### src/rtl/compare4.sv
// compare4: registered 4-bit unsigned magnitude comparator
// built from two combinational 2-bit comparator slices.

// compare2: stateless 2-bit unsigned comparator slice.
module compare2 (
    input  logic [1:0] a,
    input  logic [1:0] b,
    output logic       more,
    output logic       less
);

    logic w_eq_hi;

    assign w_eq_hi = (a[1] == b[1]);

    // Decide on the MSB first, fall back to the LSB when the MSBs tie.
    always_comb begin
        more = (a[1] & ~b[1]) | (w_eq_hi & a[0] & ~b[0]);
        less = (~a[1] & b[1]) | (w_eq_hi & ~a[0] & b[0]);
    end

endmodule

module compare4 (
    input  logic       clk,
    input  logic       rst,
    input  logic [3:0] a,
    input  logic [3:0] b,
    output logic       MORE,
    output logic       LESS
);

    logic w_more_hi;
    logic w_less_hi;
    logic w_more_lo;
    logic w_less_lo;
    logic w_hi_tie;
    logic w_more_nx;
    logic w_less_nx;
    logic r_more;
    logic r_less;

    compare2 u_hi (
        .a    (a[3:2]),
        .b    (b[3:2]),
        .more (w_more_hi),
        .less (w_less_hi)
    );

    compare2 u_lo (
        .a    (a[1:0]),
        .b    (b[1:0]),
        .more (w_more_lo),
        .less (w_less_lo)
    );

    // The low slice only matters when the high halves tie.
    always_comb begin
        w_hi_tie  = ~w_more_hi & ~w_less_hi;
        w_more_nx = w_more_hi | (w_hi_tie & w_more_lo);
        w_less_nx = w_less_hi | (w_hi_tie & w_less_lo);
    end

    // Register the flags; reset wins over the compare result.
    always_ff @(posedge clk) begin
        if (rst) begin
            r_more <= 1'b0;
            r_less <= 1'b0;
        end else begin
            r_more <= w_more_nx;
            r_less <= w_less_nx;
        end
    end

    assign MORE = r_more;
    assign LESS = r_less;

endmodule

### config.mk
export PLATFORM = sky130hd
export DESIGN_NAME = compare4
export DESIGN_NICKNAME = d
export VERILOG_FILES = /design/src/rtl/compare4.sv
export SDC_FILE = /design/constraint.sdc
export NUM_CORES = 1
export LEC_CHECK = 0
export CAP_MARGIN = 20
export CORE_AREA = 10 10 47 49
export DETAILED_ROUTE_END_ITERATION = 10
export DIE_AREA = 0 0 57 59
export HOLD_SLACK_MARGIN = 0.15
export PLACE_DENSITY_LB_ADDON = 0.15
export SLEW_MARGIN = 20
export SYNTH_ARGS = -nofsm -noshare
export SYNTH_HDL_FRONTEND = slang
export SYNTH_SLANG_ARGS = --single-unit
export TNS_END_PERCENT = 100
### constraint.sdc
create_clock -name clk -period 1.2 [get_ports clk]
set_input_delay 0.18 -clock clk [delete_from_list [all_inputs] [get_ports clk]]
set_output_delay 0.18 -clock clk [all_outputs]
set_load 0.005 [all_outputs]
==> impl_metrics.py, run 1 <==
metrics = {
    "setup_path": {
        "endpoint_kind": "flop",
        "crit_type": "in -> reg",
        "crit_arrival_ns": 1.27,
        "worst-endpoint-required_ns": 1.35,
        "start_kind": "input pin",
        "path_max_fanout": 3,
    },
    "die": {
        "num_rows": 14,
        "start_util_pct": 13.12,
        "die_w_um": 57,
        "die_y_um": 59,
        "io_pins": 12,
        "fp.dieArea_mm2": 0.003363,
        "fp.coreArea_mm2": 0.001401,
    },
    "layout": {
        "n_fill_cell": 155,
        "area_growth_syn_to_layout_pct": 114.3,
        "final_area_um2": 394.1,
        "regArea_um2": 40.04,
        "instances_no_fill": 56,
        "final_common_cell": "clkdlybuf4s50_1",
        "fin_nets": 56,
        "drive_above_1_share_pct": 32.50,
        "layout_common_cells": "7 x clkdlybuf4s50_1, 6 x inv_1, 4 x buf_4",
        "diodes": 0,
        "post-route-util_pct": 28.13,
        "multiInputGateArea_um2": 148.9,
    },
    "timing": {
        "worst_slack_ns": 0.07418,
        "whs_ns": 0.5646,
        "setup-violations-final": 0,
        "rsz0062_at_grt": "false",
        "maxSlewViolCount": 0,
        "slew_headroom_pct": 87.58,
        "tightest_slew_ns": 0.1855,
        "setup_tns_ns": 0,
        "min_period_over_period_pct": 93.82,
        "finalHoldViolations": 0,
        "min_period_ns": 1.126,
        "max_freq_ghz": 0.8882,
    },
    "detailed_routing": {
        "routedWlPerCell_um": 11.52,
        "drtPass1Iterations": 1,
        "post_drt_via_cell_ratio": 4.107,
        "wl_met2_um": 434,
        "wl_um": 645,
        "first_iter_violations": 0,
        "drcViolationCount": 0,
        "num_vias": 230,
        "wl_met1_um": 158,
        "routed.top_layer": "met4",
        "ant_nets": 0,
        "dr_wl_met3_um": 40,
    },
    "place": {
        "dp_hpwl_um": 553.5,
        "place_area_um2": 344.1,
        "io_buffer_count": 11,
        "pre_cts_slack_ns": -0.4903,
        "gp_congestion": 0.6273,
        "dp_cells": 53,
    },
    "yosys": {
        "ys_seq_area_share_pct": 21.77,
        "synth_cell_type_count": 10,
        "synth_cells": 22,
        "synthesis.area_um2": 183.9,
        "synth_warnings": 0,
        "synthesis.nets": 36,
        "ys_ff_latch": 2,
        "syn_avg_cell_area_um2": 8.360,
    },
    "run_status": {
        "status": "finished clean",
    },
    "cts": {
        "cts_tree": "done",
        "htree_levels": 1,
        "clkSinkCount": 2,
        "numCtsBuffers": 3,
        "clk_path_buf_depth": 2,
        "path_clk_slew_ns": 0.03,
        "hold_buffers": 0,
        "root_buffer": "clkbuf_4",
        "post_cts_buffers": 0,
    },
    "power": {
        "p_leak_nw": 0.1896,
        "power_density_mw_per_mm2": 813.0,
        "totalPowerFinal_mw": 0.3204,
        "vdd_drop_max_v": 0.0002374,
    },
    "global_route": {
        "antenna_found_initial": 0,
        "grt_overflow": 0,
        "grt_pass1_wl_um": 1041,
        "track_usage_pct": 4.264,
        "grt_pass1_vias": 255,
        "grt_max_degree": 4,
    },
    "worst_hold_path": {
        "min_delay_path_depth": 5,
        "worstHoldPathType": "in -> reg",
    },
    "flow_run": {
        "cap_viol_max_count": 0,
    },
}
## cell type report
cell class	instances	share of cell area [%]
repair buffers	15	34.60
multi-input cells	13	37.78
well taps	16	5.079
inverters	7	6.667
clock buffers	3	5.714
flip-flops and latches	2	10.16
## path summary, 6_finish.rpt
| kind | from | endpoint |
|---|---|---|
| worst max-delay path | b[3] | MORE$_SDFF_PP0_ |
| worst min-delay path | a[3] | LESS$_SDFF_PP0_ |
## cells by family after synthesis
group	count (synthesis)	share of synthesized area, %
flip-flops	2	21.77
adder cells (fa/ha/maj)	4	27.21
AO/OA/AOI/OAI	6	26.53
buffers and inverters	7	14.29
AND/OR/NAND/NOR	3	10.21
## synthesized netlist by cell type, drive strengths merged
master,n,area share [%]
dfxtp,2,22
a31oi,3,10
or3,1,3.4
inv,7,14
and3b,1,4.8
ha,4,27
nor2,1,2.0
a311o,1,6.1
o22ai,2,10
## state kept, by name, summed over array words and instances, names as in the netlist
name and flops:
MORE 1, LESS 1
## worst max-delay path, stage by stage
cell and delay (ns):
dlygate4sd2_1 0.27, ha_4 0.22, and3b_1 0.16, or3_1 0.32
o22ai_2 0.11
## what timing repair did
action | CTS | global route
pin swaps | 4 | 1
setup endpoints to repair | 4 | 1
resized for setup | 9 | 0
## metal layers
metal / GRT usage (%) / vias up
met5: 0 / -
met4: 4.027 / 0
met3: 2.146 / 2
met2: 9.147 / 3
met1: 2.118 / 109
li1: - / 116
## report_power, final
| group | leakage (nW) | switching (mW) | total (mW) | internal [mW] |
|---|---|---|---|---|
| clock network | 0.0138 | 0.0309 | 0.141 | 0.110 |
| logic | 0.159 | 0.0392 | 0.105 | 0.0655 |
| registers | 0.0167 | 0.00134 | 0.0751 | 0.0738 |
| total | 0.190 | 0.0714 | 0.320 | 0.249 |
Power figures use the tool's default switching activity.
==> run 2: changes to the inputs <==
--- a/config.mk
+++ b/config.mk
@@ -11,6 +11,7 @@
 export DIE_AREA = 0 0 57 59
 export HOLD_SLACK_MARGIN = 0.15
 export PLACE_DENSITY_LB_ADDON = 0.15
+export SKIP_CTS_REPAIR_TIMING = 1
 export SLEW_MARGIN = 20
 export SYNTH_ARGS = -nofsm -noshare
 export SYNTH_HDL_FRONTEND = slang
==> impl_metrics.py, run 2 (same netlist as run 1, synthesis figures left out) <==
metrics = {
    "layout": {
        "drive_above_1_share_pct": 35.00,
        "n_fill_cell": 151,
        "fin_nets": 56,
        "diodes": 0,
        "area_growth_syn_to_layout_pct": 126.5,
        "layout_common_cells": "6 x inv_1, 6 x clkdlybuf4s50_1, 5 x dlymetal6s2s_1",
        "instances_no_fill": 56,
    },
    "timing": {
        "setup-violations-final": 0,
        "whs_ns": 0.4656,
        "rsz0062_at_grt": "false",
        "max_freq_ghz": 0.8989,
        "maxSlewViolCount": 0,
        "finalHoldViolations": 0,
        "slew_headroom_pct": 87.77,
        "min_period_over_period_pct": 92.71,
        "min_period_ns": 1.113,
        "tightest_slew_ns": 0.1825,
    },
    "die": {
        "num_rows": 14,
        "start_util_pct": 13.12,
        "fp.coreArea_mm2": 0.001401,
        "die_y_um": 59,
        "io_pins": 12,
        "fp.dieArea_mm2": 0.003363,
        "die_w_um": 57,
    },
    "cts": {
        "htree_levels": 1,
        "clkSinkCount": 2,
        "path_clk_slew_ns": 0.03,
        "cts_tree": "done",
        "clk_path_buf_depth": 2,
        "numCtsBuffers": 3,
        "root_buffer": "clkbuf_4",
    },
    "setup_path": {
        "crit_arrival_ns": 1.21,
        "path_max_fanout": 2,
        "worst-endpoint-required_ns": 1.30,
        "crit_chain": "clkdlybuf4s50_1, inv_1, ha_1, a31oi_2, o22ai_2",
        "start_kind": "input pin",
        "crit_type": "in -> reg",
        "endpoint_kind": "flop",
        "cp_top_family": "buffers and inverters",
        "cp_slowest_cell": "clkdlybuf4s50_1",
        "worst-path-buf-inv": 2,
        "slowest_delay_ns": 0.52,
    },
    "global_route": {
        "grt_pass1_wl_um": 924,
        "met2_usage_pct": 8.217,
        "grt_max_degree": 4,
        "track_usage_pct": 3.833,
        "antenna_found_initial": 0,
        "grt_pass1_vias": 238,
        "grt_overflow": 0,
        "grtUsageMet3_pct": 2.146,
        "top_usage_layer": "met2",
        "grtUsageMet1_pct": 1.647,
    },
    "detailed_routing": {
        "num_vias": 225,
        "drtPass1Iterations": 3,
        "first_iter_violations": 1,
        "wl_um": 631,
        "drcViolationCount": 0,
        "ant_nets": 0,
        "post_drt_via_cell_ratio": 4.018,
        "routedWlPerCell_um": 11.27,
    },
    "power": {
        "vdd_drop_max_v": 0.0002369,
        "p_leak_nw": 0.2368,
        "power_density_mw_per_mm2": 784.2,
    },
    "run_status": {
        "status": "finished clean",
    },
    "place": {
        "gp_congestion": 0.6273,
        "io_buffer_count": 11,
        "dp_hpwl_um": 553.5,
        "dp_cells": 53,
    },
    "flow_run": {
        "cap_viol_max_count": 0,
    },
    "worst_hold_path": {
        "worstHoldPathType": "in -> reg",
    },
}
run 2: worst paths after layout:
path / to / startpoint / slack, ns / cells past startpoint
worst min-delay path: LESS$_SDFF_PP0_ / b[3] / 0.47 / 4
worst max-delay path: MORE$_SDFF_PP0_ / b[1] / 0.09 / 5
run 2: final cells by class:
type / count / area (um^2) / share of cell area [%]
multi-input combinational: 13 / 155.1 / 37.24
timing repair buffer: 15 / 152.6 / 36.64
sequential: 2 / 40.04 / 9.610
inverter: 7 / 26.28 / 6.306
clock buffer: 3 / 22.52 / 5.405
tap: 16 / 20.02 / 4.805
run 2: per-layer routing:
metal / part of all wire (%) / vias to the layer above
met5: 0 / -
met4: 1.4 / 0
met3: 4.1 / 2
met2: 69 / 3
met1: 25 / 105
li1: - / 115
run 2: per-stage QoR:
step / total power, mW / setup slack, ns / cell area, um^2 / util, % / setup TNS [ns]
detailed placement: 0.1764 / -0.4903 / 344.1 / 24.55 / -0.8504
global placement: 0.1725 / -0.4691 / 344.1 / 24.55 / -0.8254
floorplan: 0.1107 / 0.06985 / 183.9 / - / 0
finish: 0.3267 / 0.08747 / 416.7 / 29.73 / 0
CTS: 0.3221 / -0.2640 / 366.6 / 26.16 / -0.4114
global route: 0.3491 / 0.02682 / 416.7 / 29.73 / 0
run 2: report_power, final:
part           internal, mW  switching, mW  leakage [nW]
sequential           0.0738        0.00134        0.0167
clock                 0.110         0.0308        0.0138
combinational        0.0708         0.0403         0.206
==> run 3: changes to the inputs <==
--- a/config.mk
+++ b/config.mk
@@ -9,6 +9,7 @@
 export CORE_AREA = 10 10 47 49
 export DETAILED_ROUTE_END_ITERATION = 10
 export DIE_AREA = 0 0 57 59
+export GPL_TIMING_DRIVEN = 0
 export HOLD_SLACK_MARGIN = 0.15
 export PLACE_DENSITY_LB_ADDON = 0.15
 export SKIP_CTS_REPAIR_TIMING = 1
==> impl_metrics.py, run 3 (same netlist as run 1, synthesis figures left out) <==
metrics = {
    "run_status": {
        "status": "finished clean",
    },
    "setup_path": {
        "crit_type": "in -> reg",
        "crit_arrival_ns": 1.23,
        "path_max_fanout": 2,
        "endpoint_kind": "flop",
        "worst-endpoint-required_ns": 1.30,
        "start_kind": "input pin",
    },
    "worst_hold_path": {
        "worstHoldPathType": "in -> reg",
        "min_delay_path_depth": 4,
    },
    "die": {
        "start_util_pct": 13.12,
        "io_pins": 12,
        "die_w_um": 57,
        "num_rows": 14,
        "fp.dieArea_mm2": 0.003363,
        "die_y_um": 59,
        "fp.coreArea_mm2": 0.001401,
    },
    "flow_run": {
        "cap_viol_max_count": 0,
    },
    "power": {
        "power_density_mw_per_mm2": 841.6,
        "p_leak_nw": 0.2104,
        "vdd_drop_max_v": 0.0001580,
    },
    "global_route": {
        "track_usage_pct": 3.238,
        "grt_pass1_wl_um": 821,
        "antenna_found_initial": 0,
        "grt_overflow": 0,
        "grt_pass1_vias": 217,
        "grt_max_degree": 5,
    },
    "layout": {
        "drive_above_1_share_pct": 30.56,
        "area_growth_syn_to_layout_pct": 112.2,
        "diodes": 0,
        "fin_nets": 52,
        "n_fill_cell": 162,
        "final_common_cell": "clkdlybuf4s50_1",
        "layout_common_cells": "7 x clkdlybuf4s50_1, 6 x inv_1, 4 x dlymetal6s2s_1",
        "instances_no_fill": 52,
        "post-route-util_pct": 27.86,
    },
    "timing": {
        "tightest_slew_ns": 0.1797,
        "finalHoldViolations": 0,
        "max_freq_ghz": 0.8849,
        "slew_headroom_pct": 87.96,
        "rsz0062_at_grt": "false",
        "whs_ns": 0.4582,
        "setup_tns_ns": 0,
        "maxSlewViolCount": 0,
        "min_period_over_period_pct": 94.17,
        "worst_slack_ns": 0.06990,
        "min_period_ns": 1.130,
        "setup-violations-final": 0,
    },
    "cts": {
        "numCtsBuffers": 3,
        "path_clk_slew_ns": 0.03,
        "htree_levels": 1,
        "cts_tree": "done",
        "root_buffer": "clkbuf_4",
        "clkSinkCount": 2,
        "clk_path_buf_depth": 2,
    },
    "detailed_routing": {
        "num_vias": 207,
        "drtPass1Iterations": 1,
        "first_iter_violations": 0,
        "drcViolationCount": 0,
        "post_drt_via_cell_ratio": 3.981,
        "ant_nets": 0,
        "wl_um": 599,
        "routedWlPerCell_um": 11.52,
    },
    "place": {
        "io_buffer_count": 11,
        "dp_cells": 49,
        "gp_congestion": 0.5886,
        "pre_cts_slack_ns": -0.4934,
    },
}
-- run 3: layer usage --
layer	track usage (%)	up-vias	part of all wire [%]
met5	0	-	0
met3	1.717	0	7.2
li1	-	107	-
met2	6.667	5	68
met4	3.020	0	0
met1	1.777	95	25
-- run 3: final cells by class --
class,instances,area (um^2),share of cell area (%)
Inverter,7,26.28,6.731
Multi-Input combinational cell,13,161.4,41.35
Tap cell,16,20.02,5.128
Clock buffer,3,22.52,5.769
Timing Repair Buffer,11,120.1,30.77
Sequential cell,2,40.04,10.26
-- run 3: worst paths after layout --
check,from,to
worst max-delay path,a[1],LESS$_SDFF_PP0_
worst min-delay path,b[3],MORE$_SDFF_PP0_
-- run 3: report_power, final --
part	switching, mW	total, mW	leakage, nW	internal [mW]
clock	0.0393	0.150	0.0138	0.110
combinational	0.0395	0.104	0.180	0.0646
sequential	0.000949	0.0746	0.0167	0.0737
-- run 3: stage by stage --
stage	total power [mW]	area (um^2)
6_report	0.3285	390.4
5_1_grt	0.3550	390.4
4_1_cts	0.3203	336.6
3_5_place_dp	0.1650	314.1
3_3_place_gp	0.1624	314.1
2_1_floorplan	0.1107	183.9
-- run 3: worst max-delay path: stages --
cell	delay (ns)
clkdlybuf4s50_1	0.49
inv_1	0.08
ha_4	0.25
a31oi_2	0.17
o22ai_2	0.08
